**src/rtl/cam_capture_rgb444.sv**
```systemverilog
// Captures one RGB565 frame from an OV7670-style bus into an RGB444 frame buffer.
// Optional CAPTURE_TEST_PATTERN_EN adds test_mode, which substitutes a 4-bar column pattern.
module cam_capture_rgb444 #(
    parameter int M  = 160,
    parameter int N  = 120,
    parameter int AW = 15,
    parameter int DW = 12
) (
    input  logic          clk,
    input  logic          rst,
    input  logic          capture_req,
    input  logic          cam_vsync,
    input  logic          cam_href,
    input  logic [7:0]    cam_data,
`ifdef CAPTURE_TEST_PATTERN_EN
    input  logic          test_mode,
`endif
    output logic          wr_en,
    output logic [AW-1:0] wr_addr,
    output logic [DW-1:0] wr_data,
    output logic          busy,
    output logic          frame_done,
    output logic          ready,
    output logic          frame_ok
);

    localparam logic [AW-1:0] FRAME_PIX = AW'(M * N);
    localparam logic [8:0]    LINE_PIX  = 9'(M);
    localparam logic [8:0]    COL_MAX   = 9'd511;

    typedef enum logic [2:0] {
        IDLE,
        WAIT_VS_HIGH,
        WAIT_VS_LOW,
        CAPTURE,
        DONE
    } state_t;

    state_t state, state_nx;

    logic          phase;
    logic [6:0]    byte1;
    logic [AW-1:0] pix_cnt;
    logic [8:0]    col_cnt;
    logic          err;
    logic          vsync_d;
    logic          href_d;

    logic          vs_rise;
    logic          href_fall;
    logic          line_err;
    logic          pix_full;
    logic [DW-1:0] pix_cam;
    logic [DW-1:0] pix;
    logic          unused_bits;

    assign vs_rise   = cam_vsync & ~vsync_d;
    assign href_fall = ~cam_href & href_d;
    assign line_err  = href_fall & ((col_cnt != LINE_PIX) | phase);
    assign pix_full  = (pix_cnt == FRAME_PIX);

    // byte1 keeps only R[3:0] and G[3:1]; G[0] and B come from byte2
    assign pix_cam = DW'({byte1[6:3], byte1[2:0], cam_data[7], cam_data[4:1]});
    assign unused_bits = ^{cam_data[6:5], cam_data[0]};

`ifdef CAPTURE_TEST_PATTERN_EN
    logic [DW-1:0] pix_tp;

    always_comb begin
        pix_tp = DW'(12'h000);
        if (col_cnt < 9'(M / 4))
            pix_tp = DW'(12'hF00);
        else if (col_cnt < 9'(M / 2))
            pix_tp = DW'(12'h0F0);
        else if (col_cnt < 9'((3 * M) / 4))
            pix_tp = DW'(12'h00F);
    end

    assign pix = test_mode ? pix_tp : pix_cam;
`else
    assign pix = pix_cam;
`endif

    always_ff @(posedge clk) begin
        if (rst)
            state <= IDLE;
        else
            state <= state_nx;
    end

    always_comb begin
        state_nx = state;
        case (state)
            IDLE:         if (capture_req) state_nx = WAIT_VS_HIGH;
            WAIT_VS_HIGH: if (cam_vsync)   state_nx = WAIT_VS_LOW;
            WAIT_VS_LOW:  if (!cam_vsync)  state_nx = CAPTURE;
            CAPTURE:      if (vs_rise)     state_nx = DONE;
            DONE:         if (!capture_req) state_nx = IDLE;
            default:                       state_nx = IDLE;
        endcase
    end

    always_ff @(posedge clk) begin
        if (rst) begin
            wr_en      <= 1'b0;
            wr_addr    <= '0;
            wr_data    <= '0;
            busy       <= 1'b0;
            frame_done <= 1'b0;
            ready      <= 1'b0;
            frame_ok   <= 1'b0;
            phase      <= 1'b0;
            byte1      <= '0;
            pix_cnt    <= '0;
            col_cnt    <= '0;
            err        <= 1'b0;
            vsync_d    <= 1'b0;
            href_d     <= 1'b0;
        end else begin
            vsync_d    <= cam_vsync;
            href_d     <= cam_href;
            wr_en      <= 1'b0;
            frame_done <= 1'b0;
            case (state)
                IDLE: begin
                    if (capture_req) begin
                        busy     <= 1'b1;
                        ready    <= 1'b0;
                        frame_ok <= 1'b0;
                    end
                end
                WAIT_VS_LOW: begin
                    if (!cam_vsync) begin
                        pix_cnt <= '0;
                        col_cnt <= '0;
                        err     <= 1'b0;
                        phase   <= 1'b0;
                        wr_addr <= '0;
                    end
                end
                CAPTURE: begin
                    if (vs_rise) begin
                        frame_done <= 1'b1;
                        busy       <= 1'b0;
                        ready      <= 1'b1;
                        frame_ok   <= pix_full & ~err & ~line_err;
                    end else if (cam_href) begin
                        if (!phase) begin
                            byte1 <= {cam_data[7:4], cam_data[2:0]};
                            phase <= 1'b1;
                        end else begin
                            phase <= 1'b0;
                            if (col_cnt != COL_MAX)
                                col_cnt <= col_cnt + 9'd1;
                            if (!pix_full) begin
                                wr_en   <= 1'b1;
                                wr_addr <= pix_cnt;
                                wr_data <= pix;
                                pix_cnt <= pix_cnt + 1'b1;
                            end else begin
                                err <= 1'b1;
                            end
                        end
                    end else if (href_fall) begin
                        // a dangling odd byte is dropped with the line
                        if (line_err)
                            err <= 1'b1;
                        phase   <= 1'b0;
                        col_cnt <= '0;
                    end
                end
                default: ;
            endcase
        end
    end

endmodule

```
**config.mk**
```make
export PLATFORM = sky130hd
export DESIGN_NAME = cam_capture_rgb444
export DESIGN_NICKNAME = d
export VERILOG_FILES = /design/src/rtl/cam_capture_rgb444.sv
export SDC_FILE = /design/constraint.sdc
export NUM_CORES = 1
export LEC_CHECK = 0
export CAP_MARGIN = 0
export CELL_PAD_IN_SITES_DETAIL_PLACEMENT = 0
export CELL_PAD_IN_SITES_GLOBAL_PLACEMENT = 1
export CORE_AREA = 2 2 94 96
export DETAILED_ROUTE_END_ITERATION = 7
export DIE_AREA = 0 0 96 98
export GPL_ROUTABILITY_DRIVEN = 0
export PLACE_DENSITY_LB_ADDON = 0.1
export SYNTH_ARGS = -nofsm -noshare
export SYNTH_HDL_FRONTEND = slang
export SYNTH_SLANG_ARGS = --single-unit
export TNS_END_PERCENT = 1
```
**constraint.sdc**
```tcl
create_clock -name clk -period 2.8 [get_ports clk]
set_clock_uncertainty 0.15 [all_clocks]
set_input_delay 0.28 -clock clk [delete_from_list [all_inputs] [get_ports clk]]
set_output_delay 0.28 -clock clk [all_outputs]
set_load 0.005 [all_outputs]
```
# Word-level counts from Yosys, hierarchy flattened
# Index checks and enable logic that the tools add are counted.
# Widths: inputs -> output; s select.
dict set report classes {
  add_sub_neg 2
  eq_ne 21
  n_mux 47
  bitwise_logic 14
  n_reduce_logical 13
}
# cell count
set ops {}
lappend ops {{$mux 15} 9}
lappend ops {{$pmux 15 s2} 2}
lappend ops {{$mux 9} 6}
lappend ops {{$mux 1} 18}
lappend ops {{$ne 2x2->1 const B} 9}
lappend ops {{$pmux 9 s2} 1}
lappend ops {{$add 15x1->15 const B} 1}
lappend ops {{$eq 15x15->1 const B} 1}
lappend ops {{$mux 3} 5}
lappend ops {{$ne 3x3->1 const B} 5}
lappend ops {{$pmux 3 s5} 1}
lappend ops {{$reduce_and 6->1} 2}
lappend ops {{$pmux 1 s2} 5}
lappend ops {{$reduce_and 5->1} 2}
lappend ops {{$add 9x1->9 const B} 1}
lappend ops {{$ne 9x8->1 const B} 1}
lappend ops {{$ne 9x9->1 const B} 1}
lappend ops {{$not 1->1} 8}
lappend ops {{$reduce_and 4->1} 2}
lappend ops {{$reduce_and 7->1} 1}
lappend ops {{$eq 3x2->1 const B} 2}
lappend ops {{$and 1x1->1} 5}
lappend ops {{$reduce_or 5->1} 1}
lappend ops {{$reduce_bool 2->1} 2}
lappend ops {{6 further kinds} 6}
dict set report totals {
  register_bits 70
  input_bits 13
  output_inout_bits 32
}

# Longest topological paths before layout
# Gate-level depths: netlist of run 1.
dict set report depth {
  ltp_word 8
  depth_mapped 9
  depth_no_buf 8
}

# Least setup slack after synthesis of run 1
# OpenSTA, ideal clock, no wires.
dict set report synth_timing {
  path_kind {register -> register}
  start {reg col_cnt[0]}
  end {reg col_cnt[5]}
  arrival_ns 1.923
  slack_ns 0.656
  path_stages_with_launch 9
  path_buffers 0
  synth_period_minus_slack_ns 2.144
  path_cell_list {dfxtp_1 ha_1 nand3_1 nor2_1 ha_1 nand3b_1 a311o_1 or4_1 a21oi_1}
}
dict set report synth_between {
  elab_chain_len 6
  word_cells_on_any_way 9
  cone_classes {add/sub: 1; eq/ne: 2; mux: 5; reduce/logical: 1}
}
# item line
set synth_rtl {}
lappend synth_rtl {{start, declared} 44} ;# logic [8:0] col_cnt;
lappend synth_rtl {{start signal, assigned} 154} ;# col_cnt <= col_cnt + 9'd1;
lappend synth_rtl {{$add 9x1->9} 154}
lappend synth_rtl {{$mux 9} 153} ;# if (col_cnt != COL_MAX)
lappend synth_rtl {{$mux 9} 148} ;# if (!phase) begin
lappend synth_rtl {{$mux 9} 147} ;# end else if (cam_href) begin
lappend synth_rtl {{$mux 9} 142} ;# if (vs_rise) begin
lappend synth_rtl {{$pmux 9 s2} 124} ;# case (state)
# Several ways; a longest one is shown, not always the timed one. The select of a mux whose other input is x is not followed.
# A chain may end at the register's enable or synchronous reset.

# Worst setup path in the final report of run 1
# Ends and elaborated chain as after synthesis.

==> results of run 1 <==
==> power breakdown <==
group	internal [mW]	switching (mW)	total [mW]	leakage, nW
Sequential	1.00	0.0134	1.02	0.565
Combinational	0.0476	0.0551	0.103	0.626
Clock	0.460	0.373	0.833	0.0996
Total	1.51	0.442	1.95	1.29
==> cell usage in the layout, fill, tap and decap left out, types with 5 or more instances in the layout <==
master / synthesis / routed
a21oi_1: 21 / 21
clkbuf_8: 0 / 11
clkdlybuf4s50_1: 0 / 44
dfxtp_1: 70 / 70
ha_1: 5 / 5
inv_1: 8 / 8
mux2i_1: 39 / 39
nand2_1: 47 / 47
nand2b_1: 28 / 28
nand3_1: 10 / 10
nor2_1: 21 / 19
nor3_1: 6 / 6
o21ai_0: 6 / 6
o31ai_1: 8 / 8
or3_1: 10 / 10
or4_1: 8 / 8
==> metrics by stage <==
stage	cell area [sq um]	total power, mW	setup WS, ps	utilization, %	hold slack, ps
6_report	3990	1.95	370	47.1	304
5_1_grt	3990	2.04	181	47.1	330
4_1_cts	3990	1.98	363	47.1	313
3_5_place_dp	3780	1.14	349	44.7	299
3_3_place_gp	3780	1.14	436	44.7	294
2_1_floorplan	3250	1.10	656	-	277
==> worst max-delay path: cells and delay by family, from the launching register on <==
kind                       cells  cell delay (ps)
and+or+nand+nor                4              810
AOI/OAI and AO/OA              2              650
adders and majority gates      2              400
DFF                            1              330
==> state kept, by name (all words and copies together), names as in the netlist <==
signal      flops
frame_done      1
vsync_d         1
frame_ok        1
pix_cnt        15
wr_data        12
wr_addr        15
col_cnt         9
href_d          1
phase           1
ready           1
err             1
wr_en           1
state           3
byte1           7
busy            1
==> logic make-up after synthesis <==
kind of cell	after synthesis	synth area share, %
buffers and inverters	26	4.08
DFF	70	43.1
adders and majority gates	5	1.92
muxes	39	12.0
and+or+nand+nor	164	28.9
xor gates and xnor gates	2	0.539
AOI/OAI and AO/OA	47	9.47
==> cell type report <==
type,instances,area [sq um],share of cell area [%]
repair buffers,49,490,12.3
inverters,8,30.0,0.753
flip-flops and latches,70,1400,35.2
clock inverters,3,42.5,1.07
well taps,108,135,3.39
multi-input cells,257,1730,43.3
clock buffers,13,159,3.99
==> routing by layer <==
layer | up-vias | GRT usage (%) | share of wire (%)
met2 | 38 | 26.4 | 49
met4 | 0 | 6.48 | 1.9
met5 | - | 0 | 0
met3 | 9 | 4.78 | 3.4
met1 | 1222 | 19.4 | 45
li1 | 1327 | - | -
==> final timing paths <==
check,start,to,cells after the start
setup / recovery,col_cnt[0]$_SDFFE_PP0P_,col_cnt[5]$_SDFFE_PP0P_,8
hold / removal,wr_addr[9]$_SDFFE_PP0P_,wr_addr[9]$_SDFFE_PP0P_,2
setup reg to reg,col_cnt[0]$_SDFFE_PP0P_,col_cnt[5]$_SDFFE_PP0P_,8
hold reg to reg,wr_addr[9]$_SDFFE_PP0P_,wr_addr[9]$_SDFFE_PP0P_,2
==> flow_summary.yaml, run 1 <==
run_status:
  outcome: "finished clean"
clock_network:
  cts_max_level: 3
  numCtsBuffers: 9
  cts_resized: 0
  worstSkewPairLatency_ps: 340
  holdBufCountCts: 0
  clockBufferDepth: 2
  cts_setup_buffers: 0
  cts.sinks: 70
  clk_pin_slew_worst_paths_ps: 80
  cts_tree: "built"
  clock-root-buffer: "clkbuf_8"
global_routing:
  grt_pass1_wl_microns: 11900
  grt_antenna_before_repair: 0
  grt_pass1_vias: 2520
  gr-usage-all-layers_pct: 16.1
  grt_max_degree: 53
  gr-total-overflow: 0
yosys:
  syn-num-nets: 371
  syn_area_per_cell_sq_um: 9.21
  async_flop_share_pct: 0
  yosysWarnings: 0
  yosys.area.top_type_share_pct: 43.1
  synth_area_leaders: "dfxtp_1, mux2i_1, nand2_1"
  synthesis.area_sq_mm: 0.00325
  synth_commonest_cells: "dfxtp_1, nand2_1, mux2i_1, nand2b_1"
  yosysSeqAreaShare_pct: 43.1
  synthFlopType: "dfxtp_1"
  yosys.area.top_type: "dfxtp_1"
  synth_edf_count: 0
  synth_cells: 353
  synth_cell_types: 48
  yosys_register_bits: 70
  post-synth-top-count-cell: "dfxtp_1"
setup_path:
  cpMostUsedCell: "ha_1"
  rrSetupSlack_ps: 370
  cp.required_ps: 2920
  cp_max_fo: 15
  cp_slowest_cell: "or4_1"
  critPathCaptureType: "flip-flop"
  path_cells: "ha_1 > nand3_1 > nor2_1 > ha_1 > nand3b_1 > a311o_1 > or4_1 > a21oi_1"
  crit_arrival_ps: 2550
  criticalPathCategory: "reg2reg"
  max_stage_delay_ps: 520
  startpoint_type: "flip-flop"
placed_design:
  place_hpwl_microns: 4920
  dp_cells: 492
  io_buffers: 44
finish:
  nFillCells: 826
  diodes: 0
  finalNonFillerCells: 508
  area_growth_pct: 22.6
  drive_gt1_share_pct: 8.00
  layout.nets: 413
drt:
  dr.pass1.iters: 4
  ant_nets: 0
  drc_errors: 0
  drtIter0Drc: 72
  vias: 2596
  routed_wl_microns: 7130
  wire_per_inst_microns: 14.0
  viasPerCell: 5.11
job:
  maxCapViolCount: 0
sta:
  rsz0062_at_grt: "false"
  final.period_utilization_pct: 86.8
  drv_slew: 0
  period_needed_ps: 2430
  setup_violations: 0
  finalHoldViolCount: 0
  worstMarginPinSlew_ps: 689
  relSlewSlack_pct: 53.7
  fin_tns_setup_ps: 0
  fmax_mhz: 411
pwr:
  p_per_area_mw_per_mm2: 489
  power_leakage_nw: 1.29
  peakVddDrop_mv: 0.284
worst_hold_path:
  hold_path_class: "reg2reg"
die:
  row_count: 34
  coreArea_sq_mm: 0.00847
  io_pins: 45
  dieWidth_microns: 96
  die_y_microns: 98
  die_area_sq_mm: 0.00941
  start_util_pct: 38.4
No activity file was read; power rests on OpenSTA's default activity.
==> inputs of run 2 (changes only) <==
--- a/config.mk
+++ b/config.mk
@@ -6,12 +6,13 @@
 export NUM_CORES = 1
 export LEC_CHECK = 0
 export CAP_MARGIN = 0
-export CELL_PAD_IN_SITES_DETAIL_PLACEMENT = 0
-export CELL_PAD_IN_SITES_GLOBAL_PLACEMENT = 1
-export CORE_AREA = 2 2 94 96
+export CELL_PAD_IN_SITES_DETAIL_PLACEMENT = 1
+export CELL_PAD_IN_SITES_GLOBAL_PLACEMENT = 2
+export CORE_AREA = 2 2 101 103
 export DETAILED_ROUTE_END_ITERATION = 7
-export DIE_AREA = 0 0 96 98
+export DIE_AREA = 0 0 103 105
 export GPL_ROUTABILITY_DRIVEN = 0
+export HOLD_SLACK_MARGIN = 0.05
 export PLACE_DENSITY_LB_ADDON = 0.1
 export SYNTH_ARGS = -nofsm -noshare
 export SYNTH_HDL_FRONTEND = slang
==> run 2 against run 1 <==
Maximum frequency fell by 1.6%. Die area increased by 15%. Hold slack improved by 7.2 ps. Combinational power barely moved. Core utilization shrank 5.1 points. Register-to-register slack got worse by 40 ps. Final area increased by 1.5%. Via count up 2.3%. Clock power rose by 21%. Sequential power is essentially flat. Critical path type unchanged.
==> flow_summary.yaml, run 2 (synthesis gave the netlist of run 1 again) <==
clock_network:
  numCtsBuffers: 9
  cts.sinks: 70
  cts_tree: "built"
  worstSkewPairLatency_ps: 350
  clockBufferDepth: 2
  clock-root-buffer: "clkbuf_8"
  cts_resized: 0
  clk_pin_slew_worst_paths_ps: 80
  cts_setup_buffers: 0
  cts_max_level: 3
  holdBufCountCts: 0
global_routing:
  grt_pass1_vias: 2783
  gr-usage-all-layers_pct: 15.9
  grt_max_degree: 53
  gr-total-overflow: 0
  grt_antenna_before_repair: 0
  grt_pass1_wl_microns: 13500
finish:
  top_regs: "pix_cnt: 15 flops, wr_addr: 15 flops, wr_data: 12 flops"
  drive_gt1_share_pct: 8.04
  multi_input_area_sq_mm: 0.00173
  nFillCells: 1153
  area_growth_pct: 24.5
  seq_area_sq_mm: 0.00140
  layout_commonest_cell: "dfxtp_1"
  diodes: 0
  layout.nets: 411
  fin_area_sq_mm: 0.00405
  final_cell_mix: "dfxtp_1, nand2_1, clkdlybuf4s50_1, mux2i_1, nand2b_1"
drt:
  viasPerCell: 5.00
  drc_errors: 0
  vias: 2657
  dr.pass1.iters: 4
  drtIter0Drc: 33
  routed_wl_microns: 7820
  ant_nets: 0
  wire_per_inst_microns: 14.7
sta:
  final.period_utilization_pct: 88.2
  setup_violations: 0
  period_needed_ps: 2470
  rsz0062_at_grt: "false"
  fin_tns_setup_ps: 0
  worstMarginPinSlew_ps: 794
  finalHoldViolCount: 0
  fmax_mhz: 405
  relSlewSlack_pct: 47.0
  drv_slew: 0
setup_path:
  r2r_cells: 8
  max_stage_delay_ps: 520
  startpoint_type: "flip-flop"
  cpMostUsedCell: "ha_1"
  criticalPathCategory: "reg2reg"
  path_cells: "ha_1 > nand3_1 > nor2_1 > ha_1 > nand3b_1 > a311o_1 > or4_1 > a21oi_1"
  r2r_end: "col_cnt[7]$_SDFFE_PP0P_"
  crit_arrival_ps: 2600
  critPathCaptureType: "flip-flop"
  cp_slowest_cell: "or4_1"
  r2r-start: "col_cnt[0]$_SDFFE_PP0P_"
  rrSetupSlack_ps: 330
  cp.required_ps: 2930
  cp_max_fo: 15
pwr:
  p_per_area_mw_per_mm2: 527
  power_leakage_nw: 1.31
  peakVddDrop_mv: 0.218
worst_hold_path:
  hold_end: "wr_addr[9]$_SDFFE_PP0P_"
  hold_path_class: "reg2reg"
  hp-start: "wr_addr[9]$_SDFFE_PP0P_"
  holdPathStages: 2
die:
  dieWidth_microns: 103
  row_count: 36
  die_y_microns: 105
  start_util_pct: 33.7
  io_pins: 45
  die_area_sq_mm: 0.0108
  coreArea_sq_mm: 0.00964
placed_design:
  place_hpwl_microns: 5490
  placed_cell_area_sq_mm: 0.00380
  io_buffers: 44
job:
  maxCapViolCount: 0
run_status:
  outcome: "finished clean"
-- run 2: cell types whose count changed in the layout (fill, tap and decap cells not counted) --
cell / before / now
buf_4: 4 / 2
bufinv_16: 1 / 3
clkbuf_1: 2 / 0
clkbuf_8: 11 / 10
clkinv_2: 1 / 2
clkinv_4: 0 / 1
clkinvlp_4: 1 / 0
-- run 2: routing by layer --
metal,track usage (%),routed length (microns)
met5,0,0
met4,6.20,110
met3,4.15,261
met2,26.3,3890
met1,19.4,3560
-- run 2: how the worst max path moves through the flow --
stage	from	end	slack, ps	cells after the start
floorplan	col_cnt[0]$_SDFFE_PP0P_	col_cnt[5]$_SDFFE_PP0P_	660	8
global placement	cam_vsync	col_cnt[7]$_SDFFE_PP0P_	320	5
detailed placement	cam_vsync	pix_cnt[1]$_SDFFE_PP0P_	250	6
CTS	col_cnt[0]$_SDFFE_PP0P_	col_cnt[5]$_SDFFE_PP0P_	310	8
global route	col_cnt[0]$_SDFFE_PP0P_	col_cnt[7]$_SDFFE_PP0P_	130	8
finish	col_cnt[0]$_SDFFE_PP0P_	col_cnt[7]$_SDFFE_PP0P_	330	8
-- run 2: where the power goes --
part	leakage (nW)	switching, mW	internal (mW)
clock	0.126	0.400	0.615
sequential	0.565	0.0140	1.00
combinational	0.616	0.0559	0.0467
-- run 2: layout make-up --
cell class                 count  area share, %
inverter                       8          0.742
timing repair buffer          47           11.7
sequential                    70           34.6
clock buffer                  10           3.40
clock inverter                 6           2.69
tap                          133           4.11
multi-input combinational    257           42.7
-- run 2: stage by stage --
| step | cells | hold slack, ps | utilization, % | power [mW] | worst slack (ps) |
|---|---|---|---|---|---|
| 3_5_place_dp | 515 | 305 | 39.4 | 1.14 | 254 |
| 2_1_floorplan | 353 | 277 | - | 1.10 | 656 |
| 5_1_grt | 531 | 334 | 42.0 | 2.23 | 126 |
| 4_1_cts | 531 | 318 | 42.0 | 2.17 | 310 |
| 3_3_place_gp | 515 | 293 | 39.4 | 1.14 | 321 |
| 6_report | 531 | 311 | 42.0 | 2.13 | 331 |
-- run 2: worst max-delay path: cells and delay by family (launching register included) --
family / cells / cell delay [ps]
and+or+nand+nor: 4 / 840
AOI/OAI and AO/OA: 2 / 660
adders and majority gates: 2 / 420
DFF: 1 / 340
==> inputs of run 3 (changes only) <==
--- a/config.mk
+++ b/config.mk
@@ -12,6 +12,7 @@
 export DETAILED_ROUTE_END_ITERATION = 7
 export DIE_AREA = 0 0 103 105
 export GPL_ROUTABILITY_DRIVEN = 0
+export GPL_TIMING_DRIVEN = 0
 export HOLD_SLACK_MARGIN = 0.05
 export PLACE_DENSITY_LB_ADDON = 0.1
 export SYNTH_ARGS = -nofsm -noshare
==> constraint.sdc (replaced) <==
create_clock -name clk -period 2.3 [get_ports clk]
set_clock_uncertainty 0.15 [all_clocks]
set_input_delay 0.23 -clock clk [delete_from_list [all_inputs] [get_ports clk]]
set_output_delay 0.23 -clock clk [all_outputs]
set_load 0.005 [all_outputs]
==> run 3 against run 2 <==
Critical path depth unchanged. Worst setup slack lost 320 ps. Sequential share of layout area decreased by 0.85 points. Routed wire length increased by 7.3%. Sequential cell count stayed put. Power is 22% higher.
==> flow_summary.yaml, run 3 (synthesis gave the netlist of run 1 again) <==
setup_path:
  startpoint_type: "flip-flop"
  crit_family: "simple AND/OR/NAND/NOR gates"
  r2r-start: "col_cnt[1]$_SDFFE_PP0P_"
  crit_buf_inv: 0
  crit_arrival_ps: 2410
  cp.required_ps: 2420
  criticalPathCategory: "reg2reg"
  r2r_cells: 8
  path_cells: "ha_4 > nand3_2 > nor2_2 > ha_2 > nand3b_1 > a311o_1 > or4_4 > a21oi_2"
  cp_slowest_cell: "or4_4"
  critPathCaptureType: "flip-flop"
  rrSetupSlack_ps: 8
  r2r_end: "col_cnt[7]$_SDFFE_PP0P_"
  max_stage_delay_ps: 560
  cp_max_fo: 6
die:
  die_area_sq_mm: 0.0108
  dieWidth_microns: 103
  row_count: 36
  start_util_pct: 33.7
  io_pins: 45
  die_y_microns: 105
  coreArea_sq_mm: 0.00964
sta:
  drv_slew: 0
  rsz0062_at_grt: "true"
  final.period_utilization_pct: 99.6
  fmax_mhz: 436
  relSlewSlack_pct: 51.3
  fin_tns_setup_ps: 0
  period_needed_ps: 2290
  setup_violations: 0
  fin_hold_ws_ps: 97.9
  finalHoldViolCount: 0
  worstMarginPinSlew_ps: 725
finish:
  top_regs: "pix_cnt: 15 flops, wr_addr: 15 flops, wr_data: 12 flops"
  area_growth_pct: 28.5
  fin_area_sq_mm: 0.00418
  diodes: 0
  nFillCells: 1167
  layout.nets: 429
  seq_area_sq_mm: 0.00141
  drive_gt1_share_pct: 12.5
  final_cell_mix: "dfxtp_1, nand2_1, clkdlybuf4s50_1, mux2i_1, nand2b_1"
  multi_input_area_sq_mm: 0.00175
  layout_commonest_cell: "dfxtp_1"
drt:
  drtIter0Drc: 40
  viasPerCell: 4.98
  drc_errors: 0
  wire_per_inst_microns: 15.3
  ant_nets: 0
  routed_wl_microns: 8390
  vias: 2732
  dr.pass1.iters: 4
pwr:
  peakVddDrop_mv: 0.469
  power_leakage_nw: 1.37
  seqPwrFrac_pct: 47.1
  switchingPower_mw: 0.570
  p_comb_share_pct: 5.8
  intPower_mw: 2.03
  p_per_area_mw_per_mm2: 622
  power_frac_clock_pct: 47.1
  sw_frac_of_total_pct: 21.9
job:
  maxCapViolCount: 0
worst_hold_path:
  hold_end: "vsync_d$_SDFF_PP0_"
  holdPathStages: 3
  hold_path_class: "in2reg"
  hp-start: "cam_vsync"
clock_network:
  holdBufCountCts: 0
  clk_pin_slew_worst_paths_ps: 70
  clockBufferDepth: 2
  cts_max_level: 3
  cts.sinks: 70
  clock-root-buffer: "clkbuf_8"
  cts_tree: "built"
  numCtsBuffers: 9
  worstSkewPairLatency_ps: 340
placed_design:
  placed_cell_area_sq_mm: 0.00385
  place_hpwl_microns: 6050
  io_buffers: 43
global_routing:
  gr-total-overflow: 0
  grt_antenna_before_repair: 0
  grt_max_degree: 13
  gr-usage-all-layers_pct: 16.4
  grt_pass1_wl_microns: 14100
  grt_pass1_vias: 2810
run_status:
  outcome: "finished clean"
run 3: cell count changes in the layout (fill, tap and decap cells not counted), sizes merged:
cell	change
clkdlybuf4s50	-1
clkbuf	+8
buf	+11
run 3: cell type report:
type	instances	area share [%]
Clock inverter	6	2.60
Buffer	18	2.72
Multi-Input combinational cell	257	41.9
Timing Repair Buffer	47	11.0
Tap cell	133	3.98
Sequential cell	70	33.8
Inverter	8	0.719
Clock buffer	10	3.29
run 3: worst max path at each step:
stage	start	end	slack, ps	cells after the start
detailed placement	rst	byte1[3]$_SDFFE_PP0P_	-480	5
finish	col_cnt[1]$_SDFFE_PP0P_	col_cnt[7]$_SDFFE_PP0P_	8	8
global route	col_cnt[1]$_SDFFE_PP0P_	col_cnt[7]$_SDFFE_PP0P_	-60	8
floorplan	col_cnt[0]$_SDFFE_PP0P_	col_cnt[5]$_SDFFE_PP0P_	160	8
global placement	rst	frame_done$_SDFF_PP0_	-410	5
CTS	pix_cnt[0]$_SDFFE_PP0P_	wr_data[5]$_SDFFE_PP0P_	20	9
run 3: metrics by stage:
step           power, mW  setup slack (ps)  utilization [%]  std cells
6_report            2.60              8.42             43.4        549
4_1_cts             2.64              17.5             42.5        545
2_1_floorplan       1.34               156                -        353
3_3_place_gp        1.40              -414             39.9        529
5_1_grt             2.71             -61.4             43.4        549
3_5_place_dp        1.41              -484             39.9        529
run 3: repair_timing:
item | 4_1_cts | 5_1_grt
endpoints found under the setup margin | 14 | 23
resized for setup | 3 | 15
setup buffers | 0 | 4
pin swaps | 1 | 8
run 3: power by group through the flow:
stage / logic, mW / clock network, mW / registers [mW]
6_report: 0.150 / 1.22 / 1.22
5_1_grt: 0.165 / 1.32 / 1.23
4_1_cts: 0.150 / 1.27 / 1.23
3_5_place_dp: 0.149 / 0 / 1.26
3_3_place_gp: 0.148 / 0 / 1.26
2_1_floorplan: 0.0902 / 0 / 1.25
run 3: routing by layer:
metal / part of all wire, % / track usage [%]
met1: 46 / 20.5
met4: 0.98 / 4.51
met5: 0 / 0
met2: 51 / 28.0
met3: 2.2 / 3.75
run 3: worst min-delay path: stages:
cell and delay, ps:
buf_2 170, inv_1 100, nor2_1 50
